==> src/rtl/intrapred_pkg.sv <==
// Shared types and constants for the intra-prediction scheduler: FSM states,
// mode field widths and the packed per-macroblock mode record.
package intrapred_pkg;

    localparam int LUMA4X4_BLOCKS = 16;
    localparam int MODE4_W        = 3;
    localparam int MODE_W         = 2;

    localparam int MB_NUMBER_BITS_DEF = 12;
    localparam int REC_MB_W           = MB_NUMBER_BITS_DEF + 1;

    typedef enum logic [2:0] {
        ST_IDLE,
        ST_ISSUE4,
        ST_WAIT4,
        ST_ISSUE16,
        ST_WAIT16,
        ST_EMIT,
        ST_DONE
    } state_t;

    // mode4[n] lands at bits [3n+2:3n] of the mode4 field.
    typedef struct packed {
        logic [REC_MB_W-1:0]                     mb;
        logic [LUMA4X4_BLOCKS-1:0][MODE4_W-1:0]  mode4;
        logic [MODE_W-1:0]                       mode16;
        logic [MODE_W-1:0]                       modecb;
        logic [MODE_W-1:0]                       modecr;
    } intrapred_rec_t;

    function automatic logic is_wait_state(input state_t s);
        return (s == ST_WAIT4) || (s == ST_WAIT16);
    endfunction

endpackage

==> src/rtl/intrapred_sched.sv <==
// Frame-level intra-prediction scheduler: walks macroblocks in raster order,
// serialises the sixteen 4x4 luma passes, runs the 16x16/chroma pass, emits one record.
module intrapred_sched
    import intrapred_pkg::*;
#(
    parameter int MB_NUMBER_BITS = MB_NUMBER_BITS_DEF,
    parameter int MB_COUNT       = 99,
    parameter int LAT            = 4
) (
    input  logic                          i_clk,
    input  logic                          i_rst_n,
    input  logic                          i_start,
    input  logic                          i_abort,
    output logic                          o_busy,
    output logic                          o_dp_enable,
    output logic [MB_NUMBER_BITS:0]       o_dp_mbnumber,
    output logic [3:0]                    o_dp_blk4,
    output logic                          o_dp_pass16,
    input  logic [MODE4_W-1:0]            i_mode4,
    input  logic [MODE_W-1:0]             i_mode16,
    input  logic [MODE_W-1:0]             i_modecb,
    input  logic [MODE_W-1:0]             i_modecr,
    output logic                          o_rec_valid,
    input  logic                          i_rec_ready,
    output logic [MB_NUMBER_BITS:0]       o_rec_mb,
    output logic [LUMA4X4_BLOCKS*MODE4_W-1:0] o_rec_mode4,
    output logic [MODE_W-1:0]             o_rec_mode16,
    output logic [MODE_W-1:0]             o_rec_modecb,
    output logic [MODE_W-1:0]             o_rec_modecr,
    output logic                          o_frame_done
);

    localparam int MBW    = MB_NUMBER_BITS + 1;
    localparam int WAIT_W = (LAT > 1) ? $clog2(LAT) : 1;

    localparam logic [MBW-1:0]    MB_LAST   = MBW'(MB_COUNT - 1);
    localparam logic [WAIT_W-1:0] WAIT_LAST = WAIT_W'(LAT - 1);
    localparam logic [3:0]        BLK_LAST  = 4'(LUMA4X4_BLOCKS - 1);

    state_t         r_state;
    state_t         w_state_next;
    logic [WAIT_W-1:0] r_wait;
    logic [3:0]     r_blk;
    logic [MBW-1:0] r_mb;
    logic           r_pass16;
    intrapred_rec_t r_rec;

    logic w_wait_last;
    logic w_abort;
    logic w_accept;
    logic w_mb_last;

    assign w_wait_last = (r_wait == WAIT_LAST);
    assign w_abort     = i_abort && (r_state != ST_IDLE);
    assign w_accept    = (r_state == ST_EMIT) && i_rec_ready;
    assign w_mb_last   = (r_mb == MB_LAST);

    always_ff @(posedge i_clk or negedge i_rst_n) begin
        if (!i_rst_n) begin
            r_state <= ST_IDLE;
        end else begin
            r_state <= w_state_next;
        end
    end

    always_comb begin
        w_state_next = r_state;
        o_dp_enable  = 1'b0;
        o_rec_valid  = 1'b0;
        o_frame_done = 1'b0;
        o_busy       = (r_state != ST_IDLE);
        case (r_state)
            ST_IDLE: begin
                if (i_start) begin
                    w_state_next = ST_ISSUE4;
                end
            end
            ST_ISSUE4: begin
                o_dp_enable  = 1'b1;
                w_state_next = ST_WAIT4;
            end
            ST_WAIT4: begin
                if (w_wait_last) begin
                    w_state_next = (r_blk == BLK_LAST) ? ST_ISSUE16 : ST_ISSUE4;
                end
            end
            ST_ISSUE16: begin
                o_dp_enable  = 1'b1;
                w_state_next = ST_WAIT16;
            end
            ST_WAIT16: begin
                if (w_wait_last) begin
                    w_state_next = ST_EMIT;
                end
            end
            ST_EMIT: begin
                o_rec_valid = 1'b1;
                if (i_rec_ready) begin
                    w_state_next = w_mb_last ? ST_DONE : ST_ISSUE4;
                end
            end
            ST_DONE: begin
                o_frame_done = 1'b1;
                w_state_next = ST_IDLE;
            end
            default: begin
                w_state_next = ST_IDLE;
            end
        endcase
        // Abort beats everything, including a same-cycle downstream accept.
        if (w_abort) begin
            w_state_next = ST_IDLE;
        end
    end

    always_ff @(posedge i_clk or negedge i_rst_n) begin
        if (!i_rst_n) begin
            r_wait   <= '0;
            r_blk    <= '0;
            r_mb     <= '0;
            r_pass16 <= 1'b0;
            r_rec    <= '0;
        end else if (w_abort) begin
            r_wait   <= '0;
            r_blk    <= '0;
            r_mb     <= '0;
            r_pass16 <= 1'b0;
            r_rec    <= '0;
        end else begin
            r_wait <= (is_wait_state(r_state) && !w_wait_last) ? r_wait + WAIT_W'(1) : '0;
            case (r_state)
                ST_IDLE: begin
                    if (i_start) begin
                        r_blk    <= '0;
                        r_mb     <= '0;
                        r_pass16 <= 1'b0;
                        r_rec    <= '0;
                    end
                end
                ST_WAIT4: begin
                    if (w_wait_last) begin
                        r_rec.mode4[r_blk] <= i_mode4;
                        if (r_blk == BLK_LAST) begin
                            r_pass16 <= 1'b1;
                        end else begin
                            r_blk <= r_blk + 4'd1;
                        end
                    end
                end
                ST_WAIT16: begin
                    if (w_wait_last) begin
                        r_rec.mode16 <= i_mode16;
                        r_rec.modecb <= i_modecb;
                        r_rec.modecr <= i_modecr;
                        r_rec.mb     <= REC_MB_W'(r_mb);
                    end
                end
                ST_EMIT: begin
                    if (w_accept && !w_mb_last) begin
                        r_mb     <= r_mb + MBW'(1);
                        r_blk    <= '0;
                        r_pass16 <= 1'b0;
                    end
                end
                ST_DONE: begin
                    r_mb     <= '0;
                    r_blk    <= '0;
                    r_pass16 <= 1'b0;
                end
                default: begin
                end
            endcase
        end
    end

    assign o_dp_mbnumber = r_mb;
    assign o_dp_blk4     = r_blk;
    assign o_dp_pass16   = r_pass16;
    assign o_rec_mb      = MBW'(r_rec.mb);
    assign o_rec_mode4   = r_rec.mode4;
    assign o_rec_mode16  = r_rec.mode16;
    assign o_rec_modecb  = r_rec.modecb;
    assign o_rec_modecr  = r_rec.modecr;

endmodule

==> config.mk <==
export PLATFORM = sky130hd
export DESIGN_NAME = intrapred_sched
export DESIGN_NICKNAME = d
export VERILOG_FILES = /design/src/rtl/intrapred_pkg.sv /design/src/rtl/intrapred_sched.sv
export SDC_FILE = /design/constraint.sdc
export NUM_CORES = 1
export LEC_CHECK = 0
export BUFFER_PORTS_ARGS = -buffer_cell sky130_fd_sc_hd__buf_2
export CORE_AREA = 2 2 95 97
export CTS_CLUSTER_DIAMETER = 120
export DETAILED_ROUTE_END_ITERATION = 7
export DIE_AREA = 0 0 97 99
export GPL_TIMING_DRIVEN = 0
export PLACE_DENSITY_LB_ADDON = 0.12
export SLEW_MARGIN = 15
export SYNTH_ARGS = -nofsm -noshare
export SYNTH_HDL_FRONTEND = slang
export SYNTH_SLANG_ARGS = --single-unit
==> constraint.sdc <==
create_clock -name i_clk -period 2.2 [get_ports i_clk]
set_input_delay 0.22 -clock i_clk [delete_from_list [all_inputs] [get_ports i_clk]]
set_output_delay 0.22 -clock i_clk [all_outputs]
set_load 0.01 [all_outputs]
==> impl_metrics.json <==
{
  "post-route-min-period_ns": 2.13,
  "yosysSeqAreaShare": 0.499,
  "antenna_found_initial": 0,
  "syn_inst": 469,
  "required_ns": 2.48,
  "ant_nets": 0,
  "finalCritPeriodShare": 0.968,
  "mostFrequentLayoutCell": "buf_2",
  "clk_latency_ns": 0.37,
  "totalPowerFinal_mw": 4.42,
  "overflow": 0,
  "clock_path_buffers": 2,
  "ys.flop_type": "dfrtp_1",
  "dieWidth_um": 97,
  "layout_common_cells": "buf_2, dfrtp_1, inv_1, o22ai_1, nand2_1",
  "setup_violations": 0,
  "nets": 609,
  "worst_pin_slew_ns": 0.587,
  "grt_pass1_wl_um": 20000,
  "firstDrtPassIters": 5,
  "synth_top_area_frac": 0.499,
  "rsz0062_at_grt": "yes",
  "power_leakage_nw": 2.62,
  "port_buffers": 101,
  "dr.first_iter.drc_count": 251,
  "via_count": 4191,
  "start_util": 0.528,
  "syn_avg_cell_area_sq_um": 9.62,
  "grt_pass1_vias": 3901,
  "clock_sinks": 90,
  "die_area_sq_mm": 0.00960,
  "yosys-top-cells-area": "dfrtp_1, o22ai_1, inv_1",
  "drt-total-wl_um": 12200,
  "ioPinCount": 103,
  "netlist_area_sq_mm": 0.00451,
  "drive_gt1_frac": 0.268,
  "fmax_mhz": 469,
  "diodes": 0,
  "core_region_area_sq_mm": 0.00855,
  "avgViaCountPerCell": 5.98,
  "crit_arrival_ns": 2.41,
  "cp-end-kind": "flip-flop",
  "die_h_um": 99,
  "synth_edf_count": 0,
  "final-hold-violation-count": 0,
  "gp_congestion": 0.851,
  "powerDensity_mw_per_mm2": 806,
  "htree_num_levels": 3,
  "critPathLaunchType": "flip-flop",
  "route.detailed.drc": 0,
  "min_path_type": "input port to flip-flop",
  "cts_tree": "yes",
  "grt.total_usage": 0.259,
  "critical_path_class": "flip-flop to flip-flop",
  "ys_seq_elements": 90,
  "synth_fp_nets": 490,
  "outcome": "completed",
  "cts_made_buffers": 9,
  "dpl.hpwl_um": 8680,
  "wl_per_cell_um": 17.4,
  "rows": 34,
  "yosys_warnings": 0,
  "fin_tns_setup_ns": 0,
  "drv_slew": 0,
  "grt_max_degree": 49,
  "cp_max_fo": 10,
  "clk_pin_slew_ns": 0.10,
  "slew_headroom": 0.605,
  "async_reset_ff_frac": 1.00,
  "synthDistinctLibCells": 61,
  "vdd_drop_max_uv": 467,
  "drv_cap": 0,
  "cts_root_buf": "clkbuf_8",
  "syn_to_final_growth_pct": 21.7,
  "clock_skew_ns": 0.0106,
  "synth_top_area_cell": "dfrtp_1"
}
routing by layer:
layer  vias up  GRT usage  part of all wire
met5         -          0                 0
met4         0     0.0921             0.015
met3        18     0.0489             0.073
met2       195      0.389              0.45
met1      2029      0.379              0.46
li1       1949          -                 -
cells in the mapped netlist, types with 5 or more instances:
master	count
nor2b_1	7
dfrtp_1	90
a31oi_1	5
o31ai_1	25
o22ai_1	43
ha_1	7
inv_1	51
nor2_1	11
a21oi_1	12
nand3_1	12
mux2i_1	7
nand4_1	12
o21ai_0	30
clkbuf_1	26
nand2b_1	6
a211oi_1	15
and3_1	5
nand2_1	38
through the flow:
step	cells	hold WS (ns)	instance area (sq um)	utilization	worst slack, ns
6_report	701	0.0787	5490	0.642	0.0699
3_3_place_gp	678	0.423	5150	0.603	-0.139
2_1_floorplan	469	-0.0756	4510	-	0.180
3_5_place_dp	679	0.250	5180	0.606	-0.224
5_1_grt	701	0.0701	5490	0.642	-0.0624
4_1_cts	697	0.0642	5440	0.636	0.00717
where the power goes:
group / switching (mW) / internal (mW)
clock: 0.680 / 0.559
sequential: 0.0415 / 1.70
combinational: 0.967 / 0.478
area by class of cell:
type                       count  area [sq um]
fill                         743          3060
sequential                    90          2250
multi-input combinational    291          1890
timing repair buffer         108           583
buffer                        37           219
inverter                      51           191
tap                          108           135
clock buffer                   9           124
clock inverter                 7          93.8
kinds of logic after synthesis:
logic type                 count (synthesis)  share of synthesized area
AOI/OAI and AO/OA                        159                      0.235
and+or+nand+nor                          117                      0.142
DFF                                       90                      0.499
buffers and inverters                     88                     0.0862
muxes                                      8                     0.0180
adders and majority gates                  7                     0.0194
flip-flops by register name (all words and copies together) (netlist names):
name	flops
r_state	3
o_dp_blk4	4
o_rec_mode16	2
o_dp_pass16	1
o_rec_mode4	48
o_rec_mb	13
o_rec_modecr	2
o_dp_mbnumber	13
o_rec_modecb	2
r_wait	2
path summary, 6_finish.rpt:
kind,to,slack (ns),startpoint,cells past startpoint
min,o_rec_modecr[0],0.08,i_modecr[0],3
min in group asynchronous,o_rec_mode4[3],0.38,i_rst_n,2
max,o_rec_mb[12],0.07,r_wait[0],7
max reg2reg,o_rec_mb[12],0.07,r_wait[0],7
max in group asynchronous,r_state[2],1.19,i_rst_n,3
min reg2reg,r_wait[0],0.44,r_wait[0],1
critical path, stage by stage, from the launching register on:
cell	delay [ns]
dfrtp_1	0.39
ha_1	0.31
nand2b_1	0.18
a21oi_1	0.29
clkbuf_1	0.36
clkbuf_2	0.32
o21ai_0	0.11
o31ai_1	0.07
what timing repair did:
| item | CTS | global route |
|---|---|---|
| setup endpoints to repair | 42 | 61 |
| pin swaps | 1 | 2 |
| gates resized for setup | 8 | 20 |
| hold buffers | 1 | 0 |
| buffers inserted | 1 | 4 |
| endpoints found under the hold margin | 42 | 0 |
Note: power is estimated with default switching activity, not from simulation.
